`src/rtl/pipe_ctrl_pkg.sv`:
```
// Shared types and idCtrl/exCtrl field positions for the pipeline hazard controller
// and the decoder that merges its selects.
package pipe_ctrl_pkg;

    typedef enum logic [1:0] {RUN, DRAIN, HALTED} ctrlState_t;

    typedef struct packed {
        logic       valid;
        logic [4:0] rW;
        logic       regWr;
        logic       load;
    } stageRec_t;

    localparam stageRec_t BUBBLE = '0;

    localparam int EXMEMIDA = 1;
    localparam int EXMEMIDB = 2;
    localparam int EXMEMEXA = 3;
    localparam int EXMEMEXB = 4;
    localparam int MEMWBEXA = 5;
    localparam int MEMWBEXB = 6;

    // Register 0 is hard-wired, so it never produces a hazard.
    function automatic logic stageMatch(input stageRec_t s, input logic [4:0] src);
        return s.valid && s.regWr && (s.rW == src) && (src != 5'd0);
    endfunction

endpackage

```
`src/rtl/hazard_match.sv`:
```
// Compares one ID source register against the EX and MEM shadows and derives
// that source's forwarding selects.
module hazard_match import pipe_ctrl_pkg::*; (
    input  logic [4:0]                  src,
    input  logic                        useSrc,
    input  logic [$bits(stageRec_t)-1:0] exStage,
    input  logic [$bits(stageRec_t)-1:0] memStage,
    output logic                        exHit,
    output logic                        memHit,
    output logic                        exMemEx,
    output logic                        memWbEx,
    output logic                        exMemId
);

    stageRec_t ex;
    stageRec_t mem;

    assign ex  = stageRec_t'(exStage);
    assign mem = stageRec_t'(memStage);

    assign exHit  = stageMatch(ex, src);
    assign memHit = stageMatch(mem, src);

    // Nearest producer wins; loads have no result until WB.
    assign exMemEx = useSrc && exHit && !ex.load;
    assign memWbEx = useSrc && memHit && !exMemEx;
    assign exMemId = useSrc && memHit && !mem.load;

endmodule

```
`src/rtl/pipeline_hazard_controller.sv`:
```
// Destination-register shadow of EX/MEM/WB driving forwarding selects, stalls,
// the multiply interlock and the end-of-program drain.
module pipeline_hazard_controller import pipe_ctrl_pkg::*; #(
    parameter int MUL_LAT   = 2,
    parameter int DRAIN_CYC = 3
) (
    input  logic       clk,
    input  logic       reset,
    input  logic [4:0] rS1,
    input  logic [4:0] rS2,
    input  logic       useS1,
    input  logic       useS2,
    input  logic [4:0] rWId,
    input  logic       regWrId,
    input  logic       loadId,
    input  logic       branchId,
    input  logic       mulId,
    input  logic       haltId,
    output logic       stall,
    output logic       ifIdWr,
    output logic       exMemIdA,
    output logic       exMemIdB,
    output logic       exMemExA,
    output logic       exMemExB,
    output logic       memWbExA,
    output logic       memWbExB,
    output logic       endProgram
);

    stageRec_t  exStage, memStage, wbStage, idRec;
    ctrlState_t state, stateNext;
    logic [2:0] mulCnt;
    logic [7:0] drainCnt, drainNext;
    logic       exHit1, memHit1, exHit2, memHit2;
    logic       loadUse, branchStall;
    logic       unusedWb;

    hazard_match matchS1 (
        .src(rS1), .useSrc(useS1), .exStage(exStage), .memStage(memStage),
        .exHit(exHit1), .memHit(memHit1),
        .exMemEx(exMemExA), .memWbEx(memWbExA), .exMemId(exMemIdA)
    );

    hazard_match matchS2 (
        .src(rS2), .useSrc(useS2), .exStage(exStage), .memStage(memStage),
        .exHit(exHit2), .memHit(memHit2),
        .exMemEx(exMemExB), .memWbEx(memWbExB), .exMemId(exMemIdB)
    );

    // WB is tracked for completeness; the register file writes on ~clk so ID sees it directly.
    assign unusedWb = ^{wbStage, memHit2};

    assign idRec       = {1'b1, rWId, regWrId, loadId};
    assign loadUse     = exStage.load && ((useS1 && exHit1) || (useS2 && exHit2));
    assign branchStall = branchId && (exHit1 || (memHit1 && memStage.load));

    always_ff @(posedge clk or posedge reset) begin
        if (reset) begin
            exStage  <= BUBBLE;
            memStage <= BUBBLE;
            wbStage  <= BUBBLE;
        end else begin
            exStage  <= stall ? BUBBLE : idRec;
            memStage <= exStage;
            wbStage  <= memStage;
        end
    end

    always_ff @(posedge clk or posedge reset) begin
        if (reset)
            mulCnt <= 3'd0;
        else if (mulCnt != 3'd0)
            mulCnt <= mulCnt - 3'd1;
        else if (!stall && mulId)
            mulCnt <= 3'(MUL_LAT - 1);
    end

    always_ff @(posedge clk or posedge reset) begin
        if (reset) begin
            state    <= RUN;
            drainCnt <= 8'd0;
        end else begin
            state    <= stateNext;
            drainCnt <= drainNext;
        end
    end

    always_comb begin
        stateNext  = state;
        drainNext  = drainCnt;
        endProgram = 1'b0;
        stall      = loadUse || branchStall || (mulCnt != 3'd0);
        case (state)
            RUN: begin
                if (!stall && haltId) begin
                    stateNext = DRAIN;
                    drainNext = 8'(DRAIN_CYC - 1);
                end
            end
            DRAIN: begin
                stall = 1'b1;
                if (drainCnt == 8'd0) begin
                    endProgram = 1'b1;
                    stateNext  = HALTED;
                end else begin
                    drainNext = drainCnt - 8'd1;
                end
            end
            HALTED: stall = 1'b1;
            default: stateNext = RUN;
        endcase
        ifIdWr = !stall;
    end

endmodule
```
`config.mk`:
```
export PLATFORM = sky130hd
export DESIGN_NAME = pipeline_hazard_controller
export DESIGN_NICKNAME = d
export VERILOG_FILES = /design/src/rtl/pipe_ctrl_pkg.sv /design/src/rtl/hazard_match.sv /design/src/rtl/pipeline_hazard_controller.sv
export SDC_FILE = /design/constraint.sdc
export NUM_CORES = 1
export LEC_CHECK = 0
export ABC_AREA = 1
export BUFFER_PORTS_ARGS = -buffer_cell sky130_fd_sc_hd__buf_2
export CORE_MARGIN = 8
export CORE_UTILIZATION = 40
export DETAILED_ROUTE_END_ITERATION = 7
export PLACE_DENSITY = 0.69
export SLEW_MARGIN = 10
export SYNTH_ARGS = -nofsm -noshare
export SYNTH_HDL_FRONTEND = slang
export SYNTH_HIERARCHICAL = 1
export SYNTH_SLANG_ARGS = --single-unit
```
`constraint.sdc`:
```
create_clock -name clk -period 2.4 [get_ports clk]
set_input_delay 0.48 -clock clk [delete_from_list [all_inputs] [get_ports clk]]
set_output_delay 0.48 -clock clk [all_outputs]
set_load 0.02 [all_outputs]
```
==> key figures, run 1 <==
Run status
  – Status: completed

STA
  – Worst Clk Skew: about 3.8 ps
  – Setup WS post-layout: roughly 120 ps
  – Final worst-path cycle share: around 95%
  – Max Slew Vio Count: 0
  – Fmax: between 400 and 500 MHz
  – Final Hold Fails: 0
  – Sum of negative setup slack: 0 ps
  – Min Tclk post-route: between 2000 and 2500 ps
  – Rel. slew slack: between 70% and 80%
  – Final setup violation count: 0
  – Worst-margin pin slew: ~390 ps

Critical path
  – Worst path required time: about 1900 ps
  – CP most frequent cell: nand2_1
  – Worst Path Arrival: approximately 1800 ps
  – Reg-to-Reg End: drainCnt[6]$_DFFE_PP0P_
  – Worst-path cell chain: buf_4 > nand2_1 > nand2_1 > nand2_1 > nor2_2 > nand2_2 > inv_1 > nand2_1 > nand2_1 > nand2_2 > nand3_2 > nor2_4 > inv_2 > buf_4
  – Startpoint Class: register
  – R2r setup slk: roughly 600 ps
  – CP max stage delay: a little over 400 ps
  – CP delay by family, top: simple AND/OR/NAND/NOR gates
  – Endpoint class of the critical path: output port
  – Reg2reg path depth: 13
  – Critical-path top delay cell: dfrtp_1
  – Critical path buffers and inverters: 4
  – Worst-path maximum fanout: 5
  – Crit path kind: reg2out
  – FF-to-FF Start: exStage[3]$_DFF_PP0_

GRT
  – Largest net degree at the start of global routing: 30
  – Total congestion overflow: 0
  – All-Layer GR Usage: 12.07%
  – First-pass GRT wire length: 6748 µm
  – Number of global-route vias before repair: approximately 1,500
  – Initial antenna violation count: 0

CTS
  – Hold Buf Count CTS: 0
  – Clk sinks: 29
  – Clk pin slew, worst setup/hold paths: 60 ps
  – Clk_lat worst skew: 280 ps
  – H-tree levels: 2
  – TritonCTS Buffers: 5
  – CTS tree: done
  – Clock Tree Root: clkbuf_8
  – Clock Path Buffers: 2

Layout
  – Non-Filler Instances: between 300 and 400
  – Diodes inserted: 0
  – Final core occ: between 40% and 50%
  – Layout area overhead: 19.99%
  – Fill cells: approximately 470
  – Share of layout cells above drive strength 1: 25.72%
  – Final nets: roughly 340

Drt
  – Post-DR wirelength/cell: approximately 11 µm
  – Drt pass-1 iters: 4
  – Vias per cell: approximately 4.4
  – Initial drt markers: 52
  – Routed via count: approximately 1,600
  – Final ANT Viol Nets: 0
  – Total routed wirelength: slightly below 4000 µm
  – DRC Markers: 0

Power and ir drop
  – Worst IR drop on VDD: roughly 0.00095 V
  – Sw frac: 44.80%
  – Lkg Pwr: roughly 1.3 nW
  – Internal power: between 1 and 1.5 mW
  – PD cells: around 1100 mW/mm²
  – Clock Power Share: around 16%
  – Final total power: between 2 and 2.5 mW
  – Gate power share: slightly above 50%
  – Flop pwr share: between 30% and 40%
  – Psw: ~1.1 mW

Place
  – Buffers added on ports: 32
  – DP Worst Slack: slightly below 200 ps
  – Placed insts: around 360
  – DP HPWL: ~3200 µm
  – Routability-driven placement congestion ratio: 0.8393

Floorplan
  – Die Ht: approximately 84 µm
  – Site row count: 25
  – Starting density of the core: roughly 40%
  – Core area: ~0.0046 mm²
  – Ports: 33
  – Die area: about 0.0071 mm²
  – Die X: 84.41 µm

Logic synthesis
  – Post-Syn Nets: roughly 300
  – Syn Area/Cell: roughly 7 µm²
  – Mapped Area: 0.001872 mm²
  – Total number of yosys warnings: 6
  – Synth Instances: 267

Min path
  – HP Class: in2async

Run
  – Max_cap viols: 0
state kept, by name, indices dropped and copies added, names as in the netlist:
register  count
drainCnt      8
exStage       8
memStage      8
mulCnt        3
state         2
power by group through the flow:
stage | clock, mW | sequential [mW] | combinational (mW)
after floorplan | 0 | 0.783 | 0.954
after global placement | 0 | 0.821 | 1.19
after detailed placement | 0 | 0.823 | 1.21
after CTS | 0.417 | 0.815 | 1.21
after global routing | 0.438 | 0.841 | 1.44
final | 0.402 | 0.811 | 1.25
metrics by stage:
stage / hold slack (ps) / area (µm²)
2_1_floorplan: 373.5 / 1872
3_3_place_gp: 381.8 / 2115
3_5_place_dp: 387.2 / 2115
4_1_cts: 261.4 / 2201
5_1_grt: 294.2 / 2246
6_report: 257.4 / 2246
layout by cell type, fill, tap and decap left out, types with 6 or more instances in the layout:
master and instances:
buf_4 6, nand2_2 6, ha_1 8, buf_2 31, nand2_1 87, inv_1 46, clkbuf_8 6, inv_2 10
dfrtp_1 29, nand3_1 15, nor2_2 6, nor2_1 28, o21ai_2 7
timing repair:
| item | CTS | global route |
|---|---|---|
| setup buffers | 0 | 3 |
| endpoints found under the hold margin | 0 | 0 |
| resized for setup | 0 | 7 |
| endpoints found under the setup margin | 0 | 2 |
worst reg2reg max path, stage by stage (launching register included):
cell and delay (ps):
dfrtp_1 410, buf_4 150, nand2_1 50, nand3_1 70, nor2_1 130, nand2_2 80, inv_1 70, inv_1 40
nand2_1 50, nand2_1 70, nand4_1 120, nand2_2 150, nand2_2 210, o21ai_2 70
worst max path at each step:
| stage | startpoint | end | cells after the start |
|---|---|---|---|
| 3_3_place_gp | rS1[3] | stall | 13 |
| 2_1_floorplan | rS1[0] | stall | 11 |
| 6_report | exStage[4]$_DFF_PP0_ | stall | 14 |
| 5_1_grt | exStage[4]$_DFF_PP0_ | stall | 14 |
| 3_5_place_dp | rS1[4] | stall | 14 |
| 4_1_cts | exStage[3]$_DFF_PP0_ | stall | 15 |
metal layers:
metal | track usage [%] | vias to the layer above | share of wire, %
met5 | 0 | - | 0
met4 | 4.369 | 0 | 1.4
met3 | 4.683 | 6 | 5.1
met2 | 20.06 | 29 | 48
met1 | 13.70 | 697 | 45
li1 | - | 878 | -
area by class of cell:
type                    count  area (µm²)  area share, %
well taps                  54       67.56          3.008
repair buffers             37       200.2          8.914
clock buffers               7       86.33          3.844
flip-flops and latches     29       725.7          32.31
multi-input cells         181       950.9          42.34
inverters                  57       215.2          9.582
(Power assumes the default switching activity.)
==> run 2: changes to the inputs <==
--- a/config.mk
+++ b/config.mk
@@ -7,7 +7,6 @@
 export LEC_CHECK = 0
 export ABC_AREA = 1
 export BUFFER_PORTS_ARGS = -buffer_cell sky130_fd_sc_hd__buf_2
-export CORE_MARGIN = 8
 export CORE_UTILIZATION = 40
 export DETAILED_ROUTE_END_ITERATION = 7
 export PLACE_DENSITY = 0.69
==> run 2 against run 1 <==
- count of clock-buffer cells in the layout unchanged
- routed wire length down 6.3%
- fmax up 2.3%
- setup slack better by 51 ps
- non-clock buffer count down 3
- highest routed layer unchanged
==> key figures, run 2 (synthesized netlist as in run 1, its figures left out) <==
STA
  – Worst Clk Skew: 7.602 ps
  – Final worst-path cycle share: roughly 93%
  – Max Slew Vio Count: 0
  – Worst-margin pin slew: 363.6 ps
  – Sum of negative setup slack: 0 ps
  – Rel. slew slack: around 76%
  – RSZ-0062 raised after global routing: false
  – Fin Hold WS: 258.3 ps
  – Final setup violation count: 0
  – Final Hold Fails: 0
  – Fmax: 448.8 MHz
  – Min Tclk post-route: between 2000 and 2500 ps

Drt
  – Post-DR wirelength/cell: about 10 µm
  – Initial drt markers: 62
  – Routed via count: between 1,500 and 2,000
  – Drt pass-1 iters: 4
  – Vias per cell: between 4 and 5
  – DRC Markers: 0
  – Total routed wirelength: roughly 3700 µm
  – Final ANT Viol Nets: 0

CTS
  – CTS tree: done
  – Clock Tree Root: clkbuf_8
  – Hold Buf Count CTS: 0
  – TritonCTS Buffers: 5
  – Clk_lat worst skew: about 280 ps
  – Clk sinks: 29
  – H-tree levels: 2
  – Clk pin slew, worst setup/hold paths: roughly 60 ps
  – Clock Path Buffers: 2
  – Setup bufs post-CTS: 0

GRT
  – Initial antenna violation count: 0
  – First-pass GRT wire length: roughly 6400 µm
  – Total congestion overflow: 0
  – Number of global-route vias before repair: 1,564
  – All-Layer GR Usage: between 10% and 20%
  – Largest net degree at the start of global routing: 30

Floorplan
  – Site row count: 24
  – Ports: 33
  – Die area: 0.004957 mm²
  – Die X: 70.41 µm
  – Starting density of the core: around 42%
  – Die Ht: 70.41 µm
  – Core area: approximately 0.0044 mm²

Min path
  – HP Class: in2async

Power and ir drop
  – Lkg Pwr: 1.263 nW
  – Final total power: 2.508 mW
  – Worst IR drop on VDD: roughly 0.00074 V
  – PD cells: 1116 mW/mm²

Critical path
  – Worst Path Arrival: approximately 1800 ps
  – Worst path required time: about 1900 ps
  – Worst-path cell chain: inv_1 > nand2_1 > nand2_1 > inv_1 > nand2_2 > nor2_2 > nand2_2 > inv_1 > nand2_1 > nand2_1 > nand2_2 > nand3_2 > nor2_4 > inv_2 > buf_6
  – Critical path buffers and inverters: 5
  – R2r setup slk: between 600 and 700 ps
  – Crit path kind: reg2out
  – CP max stage delay: ~450 ps
  – Reg-to-Reg End: drainCnt[4]$_DFFE_PP0P_
  – Startpoint Class: register
  – Critical-path top delay cell: dfrtp_2
  – Reg2reg path depth: 11
  – CP delay by family, top: simple AND/OR/NAND/NOR gates
  – CP most frequent cell: nand2_1
  – Worst-path maximum fanout: 5
  – Endpoint class of the critical path: output port
  – FF-to-FF Start: memStage[4]$_DFF_PP0_

Place
  – DP HPWL: about 3000 µm
  – Buffers added on ports: 32
  – Routability-driven placement congestion ratio: 0.8029

Layout
  – Final nets: 340
  – Diodes inserted: 0
  – Share of layout cells above drive strength 1: 26.86%
  – Final core occ: approximately 51%
  – Layout area overhead: 20.12%
  – Largest registers: drainCnt: 8 flops, exStage: 8 flops, memStage: 8 flops
  – Most common cell after layout, fill and taps aside: nand2_1
  – Most frequent cells in the layout: 85 x nand2_1, 45 x inv_1, 30 x buf_2, 28 x nor2_1, 28 x dfrtp_1
  – Fill cells: 452

Run
  – Max_cap viols: 0

Run status
  – Status: completed
[run 2: worst reg2reg max path, cell delays in order (launching register included)]
cell and delay (ps):
dfrtp_1 410, xnor2_1 160, nand2_1 80, nor2_1 140, and2_1 140, nand2_1 50
nand2_1 70, nand2_2 70, nand4_1 100, nand2_2 140, nand2_2 210, o21ai_2 70
[run 2: routing by layer]
layer	track usage (%)	share of wire (%)
met3	3.463	3.0
met5	0	0
met2	28.04	49
met4	6.667	1.8
met1	19.91	46
[run 2: layout make-up]
cell class | count | area, µm² | share of cell area (%)
well taps | 52 | 65.06 | 2.894
flip-flops and latches | 29 | 726.9 | 32.33
clock inverters | 1 | 5.005 | 0.2226
multi-input cells | 181 | 955.9 | 42.52
clock buffers | 7 | 96.34 | 4.285
repair buffers | 34 | 183.9 | 8.180
inverters | 57 | 215.2 | 9.571
[run 2: metrics by stage]
step / worst slack, ps / instances / cell area [µm²]
3_3_place_gp: 218.4 / 353 / 2112
2_1_floorplan: 341.3 / 267 / 1872
6_report: 171.6 / 361 / 2248
3_5_place_dp: 196.7 / 353 / 2112
5_1_grt: 0.6415 / 361 / 2248
4_1_cts: 36.64 / 361 / 2213
[run 2: power by group]
part / total [mW] / internal (mW) / switching [mW]
Sequential: 0.821 / 0.664 / 0.157
Combinational: 1.25 / 0.470 / 0.776
Clock: 0.441 / 0.259 / 0.183
[run 2: worst max path at each step]
stage                          from     to  slack, ps  cells past startpoint
2_1_floorplan                rS1[0]  stall        340                     11
3_3_place_gp                 rS1[0]  stall        220                     13
3_5_place_dp                 rS1[0]  stall        200                     13
4_1_cts        exStage[3]$_DFF_PP0_  stall         40                     15
5_1_grt        exStage[4]$_DFF_PP0_  stall        0.6                     14
6_report       exStage[3]$_DFF_PP0_  stall        170                     15
[run 2: timing repair]
item	CTS	global route
hold endpoints to repair	0	0
gates resized for setup	0	13
endpoints found under the setup margin	0	2
